--- config.mk ---
export PLATFORM = sky130hd
export DESIGN_NAME = reduce_nway_pipe
export DESIGN_NICKNAME = d
export VERILOG_FILES = /design/src/rtl/reduce_nway_pipe.sv
export SDC_FILE = /design/constraint.sdc
export NUM_CORES = 1
export LEC_CHECK = 0
export BUFFER_PORTS_ARGS = -buffer_cell sky130_fd_sc_hd__buf_2
export CORE_MARGIN = 3
export CORE_UTILIZATION = 49
export CTS_CLUSTER_DIAMETER = 200
export DETAILED_ROUTE_END_ITERATION = 10
export PLACE_DENSITY = 0.77
export SKIP_CTS_REPAIR_TIMING = 1
export SLEW_MARGIN = 20
export SYNTH_ARGS = -nofsm -noshare
export SYNTH_HDL_FRONTEND = slang
export SYNTH_SLANG_ARGS = --single-unit
export TNS_END_PERCENT = 50
--- constraint.sdc ---
create_clock -name clk -period 1.4 [get_ports clk]
set_clock_uncertainty 0.05 [all_clocks]
set_input_delay 0.21 -clock clk [delete_from_list [all_inputs] [get_ports clk]]
set_output_delay 0.21 -clock clk [all_outputs]
set_load 0.03 [all_outputs]
--- src/rtl/reduce_nway_pipe.sv ---
// N-input AND/OR/XOR reduction with optional inversion, built as a registered binary tree.
// One pipeline stage per tree level, valid/ready flow control and a consumed-result counter.
module reduce_nway_pipe #(
    parameter int N     = 8,
    parameter int CNT_W = 16
) (
    input  logic             clk,
    input  logic             reset,
    input  logic [N-1:0]     in_data,
    input  logic [1:0]       in_op,
    input  logic             in_inv,
    input  logic             in_valid,
    output logic             in_ready,
    output logic             out_data,
    output logic             out_valid,
    input  logic             out_ready,
    output logic [CNT_W-1:0] result_count
);

    localparam int LEVELS = $clog2(N);
    localparam int P      = 1 << LEVELS;

    typedef enum logic [1:0] {
        OP_AND = 2'b00,
        OP_OR  = 2'b01,
        OP_XOR = 2'b10,
        OP_RSV = 2'b11
    } op_e;

    typedef struct packed {
        op_e  op;
        logic inv;
    } meta_t;

    function automatic logic red2(input op_e op, input logic a, input logic b);
        case (op)
            OP_OR:   return a | b;
            OP_XOR:  return a ^ b;
            default: return a & b;
        endcase
    endfunction

    // Whole pipe shifts together or holds together; bubbles are never squeezed out.
    logic adv;
    assign adv      = ~out_valid | out_ready;
    assign in_ready = adv;

    // meta_w[k] is the op/inv travelling alongside level-k data (level 0 = the input port).
    meta_t meta_w [LEVELS];
    assign meta_w[0] = '{op: op_e'(in_op), inv: in_inv};

    if (LEVELS > 1) begin : g_meta
        meta_t meta_q [1:LEVELS-1];

        always_ff @(posedge clk or posedge reset) begin
            // NOTE: this is a handful of flops, not a RAM, so every element is cleared on reset.
            if (reset) begin
                for (int k = 1; k < LEVELS; k++) meta_q[k] <= '0;
            end else if (adv) begin
                for (int k = 1; k < LEVELS; k++) meta_q[k] <= meta_w[k-1];
            end
        end

        for (genvar k = 1; k < LEVELS; k++) begin : g_tap
            assign meta_w[k] = meta_q[k];
        end
    end

    logic [LEVELS:1] valid_q;
    logic [LEVELS:0] valid_w;
    assign valid_w = {valid_q, in_valid};

    // Leaves sit at heap indices P..2P-1; unused leaves carry the identity of the op.
    logic [2*P-1:P] leaf_w;
    logic           pad;

    always_comb begin
        // NOTE: every combinational output gets a default first so no latch can be inferred.
        pad    = ~((meta_w[0].op == OP_OR) || (meta_w[0].op == OP_XOR));
        leaf_w = {P{pad}};
        for (int i = 0; i < N; i++) leaf_w[P+i] = in_data[i];
    end

    // Internal heap nodes 1..P-1; node i has children 2i and 2i+1, node 1 is the root.
    logic [P-1:1] tree_q, tree_d;

    always_comb begin
        tree_d = tree_q;
        for (int k = 1; k <= LEVELS; k++) begin
            for (int i = 1 << (LEVELS - k); i < (2 << (LEVELS - k)); i++) begin
                if (k == 1) tree_d[i] = red2(meta_w[0].op, leaf_w[2*i], leaf_w[2*i+1]);
                else        tree_d[i] = red2(meta_w[k-1].op, tree_q[2*i], tree_q[2*i+1]);
            end
        end
        tree_d[1] = tree_d[1] ^ meta_w[LEVELS-1].inv;
    end

    logic [CNT_W-1:0] count_q, count_d;

    always_comb begin
        count_d = count_q;
        if (out_valid && out_ready) count_d = count_q + CNT_W'(1);
    end

    always_ff @(posedge clk or posedge reset) begin
        // NOTE: state is updated with non-blocking assignments so all flops sample together.
        if (reset) begin
            valid_q <= '0;
            tree_q  <= '0;
            count_q <= '0;
        end else begin
            count_q <= count_d;
            if (adv) begin
                valid_q <= valid_w[LEVELS-1:0];
                tree_q  <= tree_d;
            end
        end
    end

    assign out_data     = tree_q[1];
    assign out_valid    = valid_q[LEVELS];
    assign result_count = count_q;

endmodule

# Word-level counts from Yosys, hierarchy flattened
# Cells that the tools add are included.
[totals]
ff_bits = 32
in_bits = 15
out_inout_bits = 19
wordCells = 46
[classes]
addsub = 1
eq_ne = 6
mux = 7
bitwise_logic = 24
reduce_logical = 1
[op_table]
columns = ["cell", "count"]
rows = [
  ["adder 16 x 1 -> 16 bit, second input constant", 1],
  ["one-hot mux 1 bit (2 select lines)", 7],
  ["OR 1 bit", 8],
  ["bitwise XOR 1 bit", 8],
  ["bitwise AND 1 bit", 7],
  ["== test 2 x 1 -> 1 bit, second input constant", 3],
  ["== test 2 bit, second input constant", 3],
  ["logical AND 1 bit", 1],
  ["inverter 1 bit", 1],
]

# Logic depth before layout (Yosys ltp)
[depth]
word_depth = 3
mapped_depth = 6

# Worst setup path before layout
# OpenSTA, ideal clock, no wires.
[synth_timing]
kind = "register -> register"
start = "reg count_q[0] (netlist: result_count[0])"
end = "reg count_q[10] (netlist: result_count[10])"
setup_time_ns = 0.077
arrival_time_ns = 1.525
t_required_ns = 1.273
setup_slack_ns = -0.252
path_stages_with_launch = 6
path_buffers = 0
period_less_slack_ns = 1.652
cell_sequence = "dfrtp_1 > ha_1 > and4_1 > and2_4 > and4_4 > xor2_2"
[synth_between]
elab_chain_len = 1
[synth_lines]
columns = ["element", "line_no", "source"]
rows = [
  ["start: declaration", "98", "logic [CNT_W-1:0] count_q, count_d;"],
  ["start signal: assignment", "112", "count_q <= count_d;"],
  ["adder 16 x 1 -> 16 bit", "102", "if (out_valid && out_ready) count_d = count_q + CNT_W'(1);"],
]
# No other way between the ends.
# A chain may end at the register's enable or synchronous reset.

# Final worst setup path
[layout_timing]
start = "reg valid_q[3] (netlist name)"
end = "out in_ready"
[layout_between]
elab_chain_len = 2
[layout_lines]
columns = ["element", "line_no", "source"]
rows = [
  ["start: declaration", "69", "logic [LEVELS:1] valid_q;"],
  ["start signal: assignment", "114", "valid_q <= valid_w[LEVELS-1:0];"],
  ["inverter 1 bit", "45", "assign adv = ~out_valid | out_ready;"],
  ["OR 1 bit", "45", ""],
  ["end: declaration", "13", "output logic in_ready,"],
]
# No other way between the ends.

==> results.json <==
{
  "min_path_type": "in2reg",
  "dp_hpwl_mm": 2.495,
  "synth_top_area_cell": "dfrtp_1",
  "report.final.slew_viol_count": 0,
  "p_leak_nw": 1.225,
  "routabilityCongestion": 0.7310,
  "io_buffers": 33,
  "fmax_mhz": 714.9,
  "synth.distinct_cells": 25,
  "antenna_found_initial": 0,
  "drv_cap": 0,
  "ys_warn_count": 0,
  "crit_path_end_kind": "primary output",
  "core-area_sq_um": 3442,
  "ant_nets": 0,
  "drive_gt1_share_pct": 40.43,
  "crit_fanout": 6,
  "regArea_sq_um": 813.3,
  "drc_errors": 0,
  "period_needed_ns": 1.399,
  "drt_iter0_drc": 74,
  "synth_top_area_share_pct": 44.66,
  "avgSynthCellArea_sq_um": 10.49,
  "routed_via_density": 4.786,
  "rows": 21,
  "setup_viol": 0,
  "num_vias": 1321,
  "multi_input_area_sq_um": 930.9,
  "hold_violations": 0,
  "worstPathArrival_ns": 1.14,
  "worstSetupPathType": "reg2out",
  "io_pins": 34,
  "syn-num-nets": 207,
  "mostFrequentLayoutCells": "32 x buf_2, 25 x inv_1, 22 x dfrtp_1",
  "syn_area_sq_um": 1793,
  "syn_inst": 171,
  "layout_commonest_cell": "buf_2",
  "relSlewSlack_pct": 73.76,
  "hold_slack_ns": 0.1070,
  "fin_crit_sh_pct": 99.91,
  "dieArea_sq_um": 4421,
  "drt-wirelength-per-cell_microns": 11.92,
  "start_util_pct": 52.09,
  "cts_tree": "built",
  "p_total_w": 0.003521,
  "path_cells": "nor2b_4 -> buf_6 -> inv_4 -> buf_6",
  "critPathTopFamily": "flip-flops",
  "yosysSeqAreaShare_pct": 44.66,
  "clkTransAtPathRegs_ns": 0.06,
  "clk_path_buf_depth": 2,
  "path_buf_inv": 3,
  "overflow": 0,
  "cts.sinks": 32,
  "drt-pass1-iter-count": 4,
  "crit_top_cell": "buf_6",
  "grt_max_degree": 33,
  "rsz0062_at_grt": "yes",
  "critPathLaunchType": "flop",
  "synth_area_leaders": "dfrtp_1 45%, ha_1 15%, inv_1 6.1%",
  "worst_pin_slew_ns": 0.3936,
  "numCtsBuffers": 5,
  "area_delta_synth_final_pct": 30.43,
  "fp.dieW_microns": 66.49,
  "fin_nets": 265,
  "worstPathRequired_ns": 1.14,
  "finalWirelength_mm": 3.289,
  "grt_pass1_wl_mm": 5.540,
  "cts_root_buffer": "clkbuf_8",
  "vdd_drop_max_mv": 0.6895,
  "grt_usage_pct": 17.03,
  "p_per_area_nw_per_um2": 1506,
  "grt_pass1_vias": 1281,
  "yosys_register_bits": 32,
  "h-tree-depth": 2,
  "fillers": 279,
  "slowest_delay_ns": 0.41,
  "status": "finished clean",
  "clk_latency_ns": 0.28,
  "cp_slowest_cell": "dfrtp_2",
  "antennaDiodeCount": 0,
  "dieHeight_microns": 66.49
}
## cell type report
type                       instances  share of cell area [%]
clock buffer                       8                   3.852
inverter                          29                   4.762
multi-input combinational        107                   39.81
sequential                        32                   34.78
tap                               46                   2.461
timing repair buffer              54                   14.34
## metal layers
| layer | vias to the layer above | global-route usage (%) | routed length (microns) |
|---|---|---|---|
| li1 | 673 | - | - |
| met5 | - | 0 | 0 |
| met4 | 0 | 6.853 | 61 |
| met1 | 610 | 18.41 | 1323 |
| met3 | 6 | 6.408 | 174 |
| met2 | 32 | 29.74 | 1730 |
## cells by family after synthesis
kind of cell               after synthesis  synth area share, %
AOI/OAI and AO/OA                       18                6.769
adders and majority gates               21                14.65
DFF                                     32                44.66
xor gates and xnor gates                16                8.234
and+or+nand+nor                         47                15.63
buffers and inverters                   32                6.908
muxes                                    5                3.140
## cell usage after synthesis, drive strengths merged
cell type and number:
a221o 6, a31oi 1, and2 1, and3 2, and4 4, buf 3, dfrtp 32, ha 21
inv 29, mux2 5, nand2 12, nand2b 8, nand3 11, nand4 2, nor2 3, nor2b 2
nor3 1, o21ai 11, or2 1, xnor2 11, xor2 5
## flip-flops by register name (all words and copies together) (netlist names)
name and cells:
g_meta.meta_q 6, tree_q 7, result_count 16, valid_q 3
## worst register-to-register path, cell delays in order (launching register included)
cell	delay, ns
dfrtp_2	0.39
ha_4	0.14
and4_4	0.20
and2_4	0.16
and4_4	0.23
xor2_2	0.13
## power breakdown
group / leakage, nW / switching (W) / internal, W
combinational: 0.786 / 0.000768 / 0.000697
sequential: 0.393 / 0.000180 / 0.00116
clock: 0.0455 / 0.000314 / 0.000400
total: 1.22 / 0.00126 / 0.00226
## per-stage QoR
stage	setup TNS, ns	area [sq um]	setup WS [ns]	std cells	utilization (%)
after global routing	-0.1536	2338	-0.05637	276	67.94
after detailed placement	-0.03301	2116	-0.02818	259	61.47
after CTS	-0.3014	2206	-0.2374	267	64.09
after global placement	0	2116	0.01126	259	61.47
after floorplan	-0.1954	1818	-0.1179	171	-
final	0	2338	0.001292	276	67.94
## path summary, 6_finish.rpt
kind	slack, ns	from	endpoint	cells past startpoint
setup / recovery	0.001	valid_q[3]$_DFFE_PP0P_	in_ready	4
hold / removal	0.11	in_valid	valid_q[1]$_DFFE_PP0P_	2
hold reg to reg	0.41	result_count[15]$_DFFE_PP0P_	result_count[15]$_DFFE_PP0P_	1
setup reg to reg	0.03	result_count[0]$_DFFE_PP0P_	result_count[10]$_DFFE_PP0P_	5
min in group asynchronous	0.50	reset	result_count[12]$_DFFE_PP0P_	4
max in group asynchronous	0.49	reset	result_count[7]$_DFFE_PP0P_	4
Power figures use the tool's default switching activity.
